**config.mk**
```make
export PLATFORM = sky130hd
export DESIGN_NAME = tmw_sampler
export DESIGN_NICKNAME = d
export VERILOG_FILES = /design/src/rtl/tmw_sampler.sv
export SDC_FILE = /design/constraint.sdc
export NUM_CORES = 1
export LEC_CHECK = 0
export ABC_AREA = 0
export BUFFER_PORTS_ARGS = -buffer_cell sky130_fd_sc_hd__buf_4
export CAP_MARGIN = 25
export CELL_PAD_IN_SITES_DETAIL_PLACEMENT = 0
export CELL_PAD_IN_SITES_GLOBAL_PLACEMENT = 2
export CORE_ASPECT_RATIO = 1.4
export CORE_MARGIN = 3
export CORE_UTILIZATION = 34
export CTS_CLUSTER_SIZE = 24
export DETAILED_ROUTE_END_ITERATION = 7
export PLACE_DENSITY = 0.8
export SLEW_MARGIN = 40
export SYNTH_ARGS = -nofsm -noshare
export SYNTH_HDL_FRONTEND = slang
export SYNTH_SLANG_ARGS = --single-unit
```
**constraint.sdc**
```tcl
create_clock -name clk -period 3 [get_ports clk]
set_clock_uncertainty 0.2 [all_clocks]
set_input_delay 0.15 -clock clk [delete_from_list [all_inputs] [get_ports clk]]
set_output_delay 0.15 -clock clk [all_outputs]
set_load 0.01 [all_outputs]
```
**src/rtl/tmw_sampler.sv**
```systemverilog
// Parity sampler for a timed-window TRNG: one parity bit per counted window, packed into
// W-bit words behind a valid/ready buffer, guarded by a repetition-count health test.
module tmw_sampler #(
    parameter int N         = 5,
    parameter int W         = 8,
    parameter int MIN_CNT   = 4,
    parameter int RCT_LIMIT = 6
) (
    input  logic         clk,
    input  logic         rst_n,
    input  logic         clr,
    input  logic         en_in,
    input  logic [N-1:0] cnt_in,
    input  logic         raw_bit,
    output logic         out_valid,
    input  logic         out_ready,
    output logic [W-1:0] out_data,
    output logic         ovf,
    output logic         rct_fail
);

    localparam int IDX_W = (W > 1) ? $clog2(W) : 1;
    localparam int RUN_W = $clog2(RCT_LIMIT + 1);

    localparam logic [N-1:0]     MIN_CNT_N = N'(MIN_CNT);
    localparam logic [RUN_W-1:0] RCT_LIM   = RUN_W'(RCT_LIMIT);
    localparam logic [RUN_W-1:0] RUN_ONE   = RUN_W'(1);
    localparam logic [IDX_W-1:0] IDX_LAST  = IDX_W'(W - 1);
    localparam logic [IDX_W-1:0] IDX_ONE   = IDX_W'(1);

    typedef enum logic [1:0] {
        IDLE   = 2'd0,
        WINDOW = 2'd1,
        FAIL   = 2'd2
    } state_t;

    state_t           state_q, state_d;
    logic             parity_q, parity_d;
    logic [IDX_W-1:0] idx_q, idx_d;
    logic [RUN_W-1:0] run_q, run_d;
    logic             prev_q, prev_d;
    logic [W-1:0]     acc_q, acc_d;
    logic             out_valid_q, out_valid_d;
    logic [W-1:0]     out_data_q, out_data_d;
    logic             ovf_q, ovf_d;
    logic             rct_fail_q, rct_fail_d;

    logic             bit_acc;
    logic [RUN_W-1:0] run_next;
    logic [W-1:0]     word;

    always_ff @(posedge clk or negedge rst_n) begin
        if (!rst_n) begin
            state_q     <= IDLE;
            parity_q    <= 1'b0;
            idx_q       <= '0;
            run_q       <= '0;
            prev_q      <= 1'b0;
            acc_q       <= '0;
            out_valid_q <= 1'b0;
            out_data_q  <= '0;
            ovf_q       <= 1'b0;
            rct_fail_q  <= 1'b0;
        end else begin
            state_q     <= state_d;
            parity_q    <= parity_d;
            idx_q       <= idx_d;
            run_q       <= run_d;
            prev_q      <= prev_d;
            acc_q       <= acc_d;
            out_valid_q <= out_valid_d;
            out_data_q  <= out_data_d;
            ovf_q       <= ovf_d;
            rct_fail_q  <= rct_fail_d;
        end
    end

    always_comb begin
        state_d     = state_q;
        parity_d    = parity_q;
        idx_d       = idx_q;
        run_d       = run_q;
        prev_d      = prev_q;
        acc_d       = acc_q;
        out_valid_d = out_valid_q;
        out_data_d  = out_data_q;
        ovf_d       = ovf_q;
        rct_fail_d  = rct_fail_q;
        bit_acc     = 1'b0;
        run_next    = run_q;
        word        = acc_q;

        if (clr) begin
            state_d     = IDLE;
            parity_d    = 1'b0;
            idx_d       = '0;
            run_d       = '0;
            prev_d      = 1'b0;
            acc_d       = '0;
            out_valid_d = 1'b0;
            out_data_d  = '0;
            ovf_d       = 1'b0;
            rct_fail_d  = 1'b0;
        end else begin
            case (state_q)
                IDLE: begin
                    if (en_in) begin
                        state_d  = WINDOW;
                        parity_d = raw_bit;
                    end
                end
                WINDOW: begin
                    if (en_in) begin
                        parity_d = parity_q ^ raw_bit;
                    end else begin
                        state_d = IDLE;
                        bit_acc = (cnt_in >= MIN_CNT_N);
                    end
                end
                FAIL: begin
                end
                default: state_d = IDLE;
            endcase

            // FAIL freezes everything except clr/rst_n; out_valid is already low there.
            if (state_q != FAIL) begin
                if (out_valid_q && out_ready) begin
                    out_valid_d = 1'b0;
                end

                if (bit_acc) begin
                    // run_q == 0 marks "no accepted bit yet" since the last reset/clear.
                    if ((run_q == '0) || (parity_q != prev_q)) begin
                        run_next = RUN_ONE;
                    end else begin
                        run_next = run_q + RUN_ONE;
                    end
                    run_d  = run_next;
                    prev_d = parity_q;

                    if (run_next == RCT_LIM) begin
                        state_d     = FAIL;
                        rct_fail_d  = 1'b1;
                        acc_d       = '0;
                        idx_d       = '0;
                        out_valid_d = 1'b0;
                        out_data_d  = '0;
                    end else begin
                        word[idx_q] = parity_q;
                        if (idx_q == IDX_LAST) begin
                            idx_d = '0;
                            acc_d = '0;
                            if (!out_valid_q || out_ready) begin
                                out_valid_d = 1'b1;
                                out_data_d  = word;
                            end else begin
                                ovf_d = 1'b1;
                            end
                        end else begin
                            acc_d = word;
                            idx_d = idx_q + IDX_ONE;
                        end
                    end
                end
            end
        end
    end

    assign out_valid = out_valid_q;
    assign out_data  = out_data_q;
    assign ovf       = ovf_q;
    assign rct_fail  = rct_fail_q;

endmodule
```
* Word level (Yosys, flattened, before mapping)
Index checks and enable logic that the tools add are counted.
Word-level totals: bits in registers 29, latch bits 0, bits in writable memories 0, ROM bits 0, input bits 11, output and inout bits 11, logic and storage cells 105, memories kept 0
Cells by class: add/subtract/negate cells 2, $mul 0, div/mod/pow operators 0, magnitude comparators 3, eq/ne operators 10, shift operators 0, multiplexer cells 60, bitwise gates (word level) 1, reduce and logical (&&, ||, !) cells 19
Operators with widths (count):
- 2-to-1 mux 8 bit | 11
- 2-to-1 mux 3 bit | 12
- 2-to-1 mux 1 bit | 27
- 2-to-1 mux 2 bit | 6
- nonzero test 3 bit | 3
- bitwise mux 8 bit | 1
- nonzero test 2 bit | 4
- adder 3 x 1 -> 3 bit, second input constant | 2
- equality test 3 bit, second input constant | 2
- != test 2 bit, second input constant | 3
- != test 3 bit, second input constant | 2
- one-hot mux 2 bit (3 select lines) | 1
- AND reduction 3 bit | 2
- greater-or-equal comparator 5 x 3 -> 1 bit, second input constant | 1
- AND reduction 5 bit | 1
- less-than comparator 3 x 4 -> 1 bit, second input constant | 1
- AND reduction 4 bit | 1
- demux 1 bit (select 3 bit) | 1
- greater-or-equal comparator 3 x 1 -> 1 bit, second input constant | 1
- zero test 3 bit | 1
- equality test 2 x 1 -> 1 bit, second input constant | 1
- equality test 2 bit, second input constant | 1
- logical AND 1 bit | 2
- zero test 2 bit | 1
- other kinds (6) | 7

* Logic depth before layout (Yosys ltp)
Gate-level depths: netlist (run 1).
word-level depth 12, mapped depth 8, gate-level depth less buffers 6

* Least setup slack after synthesis (run 1)
OpenSTA, ideal clock, no wires.
path type register to register, from reg run_q[0], to reg out_data_q[0], in the netlist out_data[0], setup time 0.138 ns, data arrival time 1.876 ns, data required time 2.662 ns, slack 0.786 ns, cell stages (with the launch flop) 8, path buffers 1, period minus slack after synthesis 2.214 ns, cells stage by stage dfrtp_1 > inv_1 > ha_1 > nand2_1 > or4_1 > clkbuf_1 > a21oi_1 > o32ai_1
On the way: word-level cells in the longest chain between the ends 11, elaborated cells on any way between the ends 15, those cells by class add/sub (1); eq/ne (1); mux (8); reduce/logical (5)
RTL lines:
- start, declared | line 40 | logic [RUN_W-1:0] run_q, run_d;
- start signal, assigned | line 68 | run_q <= run_d;
- branches (longest 2 deep; another with adder 3 x 1 -> 3 bit)
- 2-to-1 mux 3 bit (*) | line 133 | if ((run_q == '0) || (parity_q != prev_q)) begin
- 2-to-1 mux 3 bit (*) | line 131 | if (bit_acc) begin
- 2-to-1 mux 3 bit (*) | line 126 | if (state_q != FAIL) begin
- 2-to-1 mux 3 bit (*) | line 93 | if (clr) begin
- equality test 3 bit (*) | line 141 | if (run_next == RCT_LIM) begin
- 2-to-1 mux 8 bit | line 141
- 2-to-1 mux 8 bit | line 131
- 2-to-1 mux 8 bit | line 126
- 2-to-1 mux 8 bit | line 93
- end signal, assigned | line 72 | out_data_q <= out_data_d;
- end, declared | line 44 | logic [W-1:0] out_data_q, out_data_d;
Mark *: on every way between the ends. The select of a mux whose other input is x is not followed. A chain may end at the register's enable or synchronous reset.

* Worst setup path in the final report (run 1)
from in en_in, to reg out_data_q[7], in the netlist out_data[7]
On the way: word-level cells in the longest chain between the ends 5
RTL lines:
- start, declared | line 12 | input logic en_in,
- 2-to-1 mux 1 bit | line 113 | if (en_in) begin
- 2-to-1 mux 1 bit | line 105 | case (state_q)
- 2-to-1 mux 1 bit | line 93
- nonzero test 2 bit (no source line)
- AND reduction 4 bit (no source line)
Every way passes these cells. The select of a mux whose other input is x is not followed.

==> impl_results.md, run 1 <==
- Antenna violations before repair: 0
- Hold path start: clr
- CTS tree: yes
- Drt first pass iters: 4
- DP HPWL: 2.06 mm
- Hold worst-path end: rct_fail
- Worst Tran Pin Value: about 470 ps
- Clock slew at reported path FFs: 60 ps
- Top post-synthesis cells by area: dfrtp_1 (50%), mux2i_1 (6.3%), o32ai_1 (4.9%), nand2_1 (4.7%), o21ai_0 (4.2%)
- Final min period: 2550 ps
- Crit start category: input port
- Post-CTS Resized: 0
- Core Util, Final: 0.434
- Peak VDD IR: 0.263 mV
- Cell Rows: 27
- Remaining global-route overflow: 0
- Core area: 4020 um^2
- PnR worst setup slack: 454 ps
- Area Overhead vs Synth: 21.0%
- Worst Hold Depth: 2
- DP Area: 1610 um^2
- Cells after Synth: 151
- Number of buffers created by CTS: 5
- Worst r2r path cells: 4
- Max-slew headroom: 0.687
- Max cap viols: 0
- Starting Density: 0.359
- Largest net degree at the start of global routing: 30
- Post-synth cell types: 31
- Routed via count: ~1100
- Pleak: 0.796 nW
- Die W: 61.0 um
- Top-area cell type share of the netlist area: 0.503
- WP depth: 6
- Fillers: 389
- Syn Area/Cell: 9.55 um^2
- Routed wire length: ~3.1 mm
- Area leader, netlist: dfrtp_1
- Final setup fails: 0
- CP Capture Type: flop
- Crit path largest cell delay: 760 ps
- Worst r2r src: state_q[1]
- #FFs+latches synth: 29
- Critical path required time: 2980 ps
- Max clock buf depth: 2
- Final Power: around 0.00080 W
- GRT Total Usage: 0.142
- Terminus of the critical flop-to-flop path: out_data[7]
- # hold bufs at CTS: 3
- Nets@finish: 187
- Hold Crit Class: in2reg
- Net Count, Synth: 166
- CP top delay family: simple AND/OR/NAND/NOR gates
- Reg-to-reg slack, setup: 580 ps
- Total Die Area: roughly 5000 um^2
- Post-synthesis sequential area ratio: 0.503
- CP Cell Sequence: dlygate4sd3_1 -> buf_4 -> or3b_1 -> or2_0 -> or4b_1 -> o32ai_1
- Post-route cell area: ~1700 um^2
- Final hold violations: 0
- Clock root buffer: clkbuf_8
- DRT antenna net count: 0
- Final Slew Violations: 0
- Vias per inst: between 5 and 6
- Worst Setup SP: en_in
- Antenna cell count: 0
- Vert. Die Dim: 83.0 um
- Yosys warning total: 0
- DR iter-0 viols: 50
- CP max FO: 8
- Setup Fix Bufs, Post-CTS: 0
- Buffers plus inverters on the worst setup path: 2
- Period utilization: 0.849
- Crit path max-delay cell type: or4b_1
- Number of global-route vias before repair: 1138
- Outcome: finished clean
- Port buffer count: 19
- Clock Latency Late Sink: 280 ps
- Fin Setup TNS: 0 ps
- RSZ-0062 raised after global routing: false
- Peak Freq: 393 MHz
- Global placement routability congestion: 0.697
- Drt wl/cell: 14.5 um
- Total power per unit cell area: around 460 nW/um^2
- WS Path Type: in2reg
- Pre-CTS setup slack: 564 ps
- First-pass GRT wire length: 5.34 mm
- Share of layout cells above drive strength 1: 0.173
- Mapped Area: 1440 um^2
- H-tree Lvls: 2
- I/O pins: 22
- Clk sinks: 29
- Arr. time, crit path: around 2500 ps
- Residual DRC: 0
==> flip-flops by register name, indices dropped and copies added, names as in the netlist <==
signal / cells
acc_q: 8
out_valid: 1
ovf: 1
parity_q: 1
state_q: 2
rct_fail: 1
out_data: 8
run_q: 3
prev_q: 1
idx_q: 3
==> routing by layer <==
layer	track usage	up-vias	wire length, um
met5	0	-	0
met4	0.0651	0	72
met3	0.0420	6	99
met2	0.218	18	1520
met1	0.178	546	1440
li1	-	561	-
==> how the worst max path moves through the flow <==
stage                       end  slack, ps
finish              out_data[7]        450
floorplan           out_data[0]        790
global route        out_data[6]        330
detailed placement  out_data[7]        560
CTS                 out_data[1]        420
global placement    out_data[0]        600
==> Yosys cell counts, drive strengths merged <==
library cell  count
dfrtp            29
nand2            18
inv              12
o21ai            12
a21oi            10
mux2i             9
nor2              8
o32ai             8
clkbuf            7
nand3             6
ha                4
buf               3
nor3              3
nor3b             3
nand2b            2
nand3b            2
nor2b             2
a211oi            1
a21o              1
a31oi             1
and3              1
and3b             1
nand4b            1
o21ba             1
or2               1
or3b              1
or4               1
or4b              1
xnor2             1
xor2              1
==> logic make-up after synthesis <==
logic type	Yosys count	synth area share
AO/OA/AOI/OAI	34	0.147
multiplexers	9	0.0625
adder cells (fa/ha/maj)	4	0.0347
XOR/XNOR	2	0.0122
flip-flops	29	0.503
buffers and inverters	22	0.0590
AND/OR/NAND/NOR	51	0.181
==> power breakdown <==
| part | switching, W | internal, W | total [W] | leakage, nW |
|---|---|---|---|---|
| clock network | 0.000147 | 0.000207 | 0.000354 | 0.0542 |
| registers | 0.00000778 | 0.000395 | 0.000402 | 0.403 |
| logic | 0.0000287 | 0.0000197 | 0.0000483 | 0.339 |
| total | 0.000183 | 0.000621 | 0.000805 | 0.796 |
==> cells in the final DEF (no fill, tap or decap), drive strengths merged <==
cell          n
nand3         6
a21o          1
nand3b        2
and3          1
a211oi        1
clkbuf        7
or3b          1
o32ai         8
nand2b        2
xnor2         1
buf          21
or4b          1
a31oi         1
a21oi        10
dlygate4sd3   3
nor2          8
nor3b         3
clkinv        1
ha            4
dfrtp        29
o21ai        12
inv          12
and3b         1
nor2b         2
o21ba         1
or4           1
mux2i         9
nand2        18
nor3          3
xor2          1
nand4b        1
or2           1
==> worst register-to-register path, delay by kind of cell (launching register included) <==
kind             cells  cell delay [ps]
flip-flops           1              390
AO/OA/AOI/OAI        1              200
AND/OR/NAND/NOR      3             1540
==> per-stage QoR <==
step | cells | hold slack, ps
4_1_cts | 216 | 19.0
6_report | 216 | 20.3
2_1_floorplan | 151 | -346
5_1_grt | 216 | 35.6
3_5_place_dp | 205 | -98.8
3_3_place_gp | 205 | -102
==> area by class of cell <==
class | count | area (um^2) | area share
Clock inverter | 1 | 5.00 | 0.00287
Tap cell | 43 | 53.8 | 0.0308
Timing Repair Buffer | 24 | 188 | 0.108
Multi-Input combinational cell | 100 | 631 | 0.362
Clock buffer | 7 | 96.3 | 0.0552
Sequential cell | 29 | 726 | 0.416
Inverter | 12 | 45.0 | 0.0258
Note: power is estimated with default switching activity, not from simulation.
==> run 2: changes to the inputs <==
Settings changed: ABC_AREA 0 to 1, CORE_UTILIZATION 34 to 32.
Clock period 3 ns to 2.4 ns, I/O delays scaled along.
==> impl_results.md, run 2 <==
- Peak VDD IR: 0.282 mV
- Yosys warning total: 0
- Buffers plus inverters on the worst setup path: 3
- Cells after Synth: 204
- Post-synth ARST share: 1.00
- Global placement routability congestion: ~0.75
- DR iter-0 viols: 38
- CP top delay family: simple AND/OR/NAND/NOR gates
- Residual DRC: 0
- Nets@finish: 248
- DP HPWL: ~2.6 mm
- H-tree Lvls: 2
- Vert. Die Dim: around 89 um
- I/O pins: 22
- Total Die Area: 5840 um^2
- Max-slew headroom: 0.742
- Routed wire length: 3.66 mm
- RSZ-0062 raised after global routing: false
- CP max FO: 9
- Die W: 65.4 um
- Number of buffers created by CTS: 5
- Crit path max-delay cell type: dfrtp_1
- Setup Fix Bufs, Post-CTS: 0
- Number of synthesized flops with an enable pin: 0
- Largest net degree at the start of global routing: 30
- Port buffer count: 19
- Hold Crit Class: in2reg
- Worst Tran Pin Value: 387 ps
- Final hold violations: 0
- Top-area cell type share of the netlist area: 0.458
- Max clock buf depth: 2
- Crit path largest cell delay: 410 ps
- Routed via count: 1377
- Most common cell after layout, fill and taps aside: nand2_1
- WS Path Type: reg2reg
- Post-synth cell types: 24
- Most frequent cells in the layout: nand2_1 (48), inv_1 (29), dfrtp_1 (29)
- Arr. time, crit path: 1890 ps
- Drt wl/cell: about 12 um
- Cell Rows: 29
- GRT Total Usage: 0.147
- Remaining global-route overflow: 0
- Clock slew at reported path FFs: around 70 ps
- Crit start category: flop
- DRT antenna net count: 0
- Final min period: 1880 ps
- Vias per inst: 4.65
- Mapped Area: ~1600 um^2
- Outcome: finished clean
- Net Count, Synth: 219
- Critical path required time: 2400 ps
- Final setup fails: 0
- Starting Density: 0.341
- Syn Area/Cell: about 7.8 um^2
- Clock Latency Late Sink: roughly 280 ps
- CP Capture Type: flop
- Max cap viols: 0
- First-pass GRT wire length: between 6 and 7 mm
- Final Power: 0.00106 W
- Top FF cell, synth: dfrtp_1
- Drt first pass iters: 4
- Most common library cells after synthesis: nand2_1 (48), dfrtp_1 (29), inv_1 (29)
- #FFs+latches synth: 29
- Final Slew Violations: 0
- Area leader, netlist: dfrtp_1
- Fin Setup TNS: 0 ps
- Post-synthesis sequential area ratio: 0.458
- CTS tree: yes
- Clk sinks: 29
- Clock root buffer: clkbuf_8
- Cell with the most instances after synthesis: nand2_1
- Top post-synthesis cells by area: dfrtp_1 (46%), nand2_1 (11%), inv_1 (6.9%), nand3_1 (6.3%), nand2_2 (4.3%)
- Pleak: 1.05 nW
- CP Cell Sequence: inv_1 -> ha_1 -> nand2_1 -> inv_1 -> nand3_2 -> buf_4 -> nand2_2 -> nor2_1 -> nand2_1 -> o21ai_1
- Antenna cell count: 0
- Period utilization: 0.784
- Total power per unit cell area: 547 nW/um^2
- Antenna violations before repair: 0
- Number of global-route vias before repair: ~1400
- Peak Freq: 531 MHz
- Area Overhead vs Synth: 22.7%
- Share of layout cells above drive strength 1: 0.205
- Core area: approximately 4600 um^2
## run 2: cell types whose count changed in the layout (fill, tap and decap cells not counted), sizes merged, moves of 8 or more
| cell | delta |
|---|---|
| inv | +20 |
| nand4 | +8 |
| o32ai | -8 |
| o22ai | +8 |
| nor2 | +8 |
| nand3 | +17 |
| mux2i | -9 |
| nand2 | +41 |
## run 2: timing repair
item,in CTS,in global routing
gates resized for setup,0,0
endpoints found under the hold margin,33,0
hold buffers,4,0
## run 2: cells by family (layout without fill, tap and decap cells)
group,Yosys count,after routing,synth area share
AND/OR/NAND/NOR,108,108,0.321
buffers and inverters,37,67,0.0941
flip-flops,29,29,0.459
AO/OA/AOI/OAI,25,25,0.0893
adder cells (fa/ha/maj),4,4,0.0316
XOR/XNOR,1,1,0.00553
## run 2: worst paths after layout
kind | start | endpoint | slack (ps) | cells after the start
worst max register to register | run_q[0] | idx_q[2] | 520 | 10
worst min-delay path | out_ready | out_valid | 60 | 6
worst max-delay path | run_q[0] | idx_q[2] | 520 | 10
max in group asynchronous | rst_n | out_data[6] | 1620 | 2
min in group asynchronous | rst_n | parity_q | 100 | 2
worst min register to register | out_data[7] | out_data[7] | 280 | 2
## run 2: cell type report
type / instances / area [um^2]
well taps: 62 / 77.6
repair buffers: 26 / 205
clock buffers: 7 / 96.3
multi-input cells: 138 / 708
clock inverters: 1 / 5.00
inverters: 33 / 124
fillers: 524 / 2700
flip-flops and latches: 29 / 726
## run 2: per-stage QoR
step	instances	hold WS (ps)	cell area, um^2	setup slack, ps	utilization
2_1_floorplan	204	-376	1580	797	-
3_3_place_gp	284	-127	1800	527	0.388
3_5_place_dp	284	-124	1800	523	0.388
4_1_cts	296	49.9	1940	497	0.418
5_1_grt	296	93.1	1940	324	0.418
6_report	296	55.0	1940	518	0.418
## run 2: layer usage
metal  vias up  global-route usage  part of all wire  wire length, um
met3         6              0.0377             0.033              120
met5         -                   0                 0                0
met2        22               0.253              0.49             1810
met4         0              0.0566             0.017               63
met1       633               0.177              0.45             1670
li1        716                   -                 -                -
## run 2: report_power, final
part           leakage [nW]  internal, W  switching [W]  total, W
logic                 0.596    0.0000378      0.0000648  0.000103
registers             0.401     0.000498     0.00000893  0.000506
clock network        0.0542     0.000259       0.000195  0.000454
total                  1.05     0.000794       0.000268   0.00106
## run 2: worst reg2reg max path, delay by kind of cell (launching register included)
| kind | cells | cell delay, ps |
|---|---|---|
| DFF | 1 | 410 |
| and+or+nand+nor | 5 | 500 |
| adders and majority gates | 1 | 300 |
| AOI/OAI and AO/OA | 1 | 70 |
| buffers and inverters | 3 | 330 |
==> run 3: changes to the inputs <==
Settings changed: CORE_UTILIZATION 32 to 29, PLACE_DENSITY 0.8 to 0.76.
Clock period 2.4 ns to 1.6 ns, I/O delays scaled along.
==> impl_results.md, run 3 (same netlist as run 2, synthesis figures left out) <==
- Outcome: finished, violations left
- Failing checks: negative hold slack, negative setup slack
- GRT Total Usage: 0.155
- Routed via count: 1542
- Total power per unit cell area: 688 nW/um^2
- Crit path largest cell delay: ~390 ps
- Pleak: 1.20 nW
- Max cap viols: 0
- Hold Crit Class: in2reg
- Buffers plus inverters on the worst setup path: 3
- Nets@finish: about 270
- H-tree Lvls: 2
- Cell Rows: 31
- Total Die Area: about 6400 um^2
- Vert. Die Dim: between 90 and 100 um
- Fillers: 579
- CP max FO: 5
- Antenna violations before repair: 0
- Routed wire length: 4.44 mm
- Worst hold margin: -22.0 ps
- CP most frequent cell: inv_2
- Number of buffers created by CTS: 5
- PnR worst setup slack: -104 ps
- Critical path required time: 1570 ps
- Max-slew headroom: 0.740
- CP Cell Sequence: inv_2 -> ha_4 -> nand2_2 -> inv_2 -> nand3_4 -> buf_12 -> nand2_4 -> nor2_1 -> nand3_1 -> nand2_1
- Max clock buf depth: 2
- CTS tree: yes
- Vias per inst: approximately 4.7
- Drt first pass iters: 4
- CP Capture Type: flop
- Final Slew Violations: 0
- DP Area: 1980 um^2
- Multi-input gate area: 825 um^2
- Arr. time, crit path: 1670 ps
- Period utilization: 1.07
- Core area: 5240 um^2
- Crit start category: flop
- Fin Setup TNS: -954 ps
- Final min period: 1700 ps
- Pre-CTS setup slack: -138 ps
- Global placement routability congestion: 0.794
- Crit path max-delay cell type: dfrtp_1
- Worst Tran Pin Value: roughly 390 ps
- DRT antenna net count: 0
- Final hold violations: 8
- Clock root buffer: clkbuf_8
- CP top delay family: simple AND/OR/NAND/NOR gates
- I/O pins: 22
- Most common cell after layout, fill and taps aside: buf_4
- Register area: 726 um^2
- Area Overhead vs Synth: 43.3%
- Residual DRC: 0
- Post-route cell area: 2270 um^2
- Remaining global-route overflow: 0
- Die W: between 60 and 70 um
- Starting Density: 0.302
- Port buffer count: 19
- Clk sinks: 29
- Reg-to-reg slack, setup: -100 ps
- First-pass GRT wire length: roughly 7.4 mm
- WS Path Type: reg2reg
- RSZ-0062 raised after global routing: true
- Antenna cell count: 0
- Clock Latency Late Sink: ~280 ps
- Clock slew at reported path FFs: 70 ps
- Number of global-route vias before repair: 1596
- Share of layout cells above drive strength 1: 0.340
- Most frequent cells in the layout: buf_4 (44), nand2_1 (43), dfrtp_1 (29)
- Drt wl/cell: 13.6 um
- Peak Freq: 587 MHz
- Final setup fails: 18
- DR iter-0 viols: 62
- Largest net degree at the start of global routing: 30
- DP HPWL: 3.12 mm
- Peak VDD IR: 0.337 mV
run 3: worst paths after layout:
check	from	to	depth (start not counted)
worst max-delay path	run_q[0]	out_data[5]	10
max in group asynchronous	rst_n	ovf	2
worst max register to register	run_q[0]	out_data[5]	10
worst min register to register	out_data[3]	out_data[3]	2
worst min-delay path	clr	out_data[2]	4
min in group asynchronous	rst_n	idx_q[2]	2
run 3: timing repair:
action | in CTS | in global routing
gates resized for setup | 28 | 3
cloned | 1 | 0
endpoints found under the hold margin | 39 | 3
buffers inserted | 2 | 0
pin swaps | 1 | 2
endpoints found under the setup margin | 23 | 24
hold buffers | 2 | 2
run 3: area by class of cell:
cell class | instances | area share
sequential | 29 | 0.320
tap | 66 | 0.0364
inverter | 33 | 0.0546
timing repair buffer | 51 | 0.189
clock inverter | 2 | 0.00441
clock buffer | 6 | 0.0320
multi-input combinational | 138 | 0.363
run 3: metrics by stage:
| step | std cells | total power (W) | util |
|---|---|---|---|
| 6_report | 325 | 0.00156 | 0.433 |
| 5_1_grt | 325 | 0.00164 | 0.433 |
| 4_1_cts | 323 | 0.00158 | 0.427 |
| 3_5_place_dp | 310 | 0.000958 | 0.379 |
| 3_3_place_gp | 310 | 0.000957 | 0.379 |
| 2_1_floorplan | 204 | 0.000853 | - |
run 3: report_power, final:
part | switching [W] | total (W) | leakage (nW) | internal [W]
Combinational | 0.000122 | 0.000212 | 0.755 | 0.0000892
Sequential | 0.00000912 | 0.000755 | 0.401 | 0.000746
Clock | 0.000293 | 0.000594 | 0.0450 | 0.000301
Total | 0.000425 | 0.00156 | 1.20 | 0.00114
run 3: routing by layer:
layer	up-vias	track usage	share of wire	wire length [um]
li1	769	-	-	-
met3	5	0.0252	0.023	103
met5	-	0	0	0
met2	19	0.290	0.57	2530
met1	749	0.164	0.39	1740
met4	0	0.0597	0.015	67
run 3: worst register-to-register path, delay by kind of cell (launching register included):
family                     cells  cell delay [ps]
and+or+nand+nor                6              420
buffers and inverters          3              320
adders and majority gates      1              270
DFF                            1              390
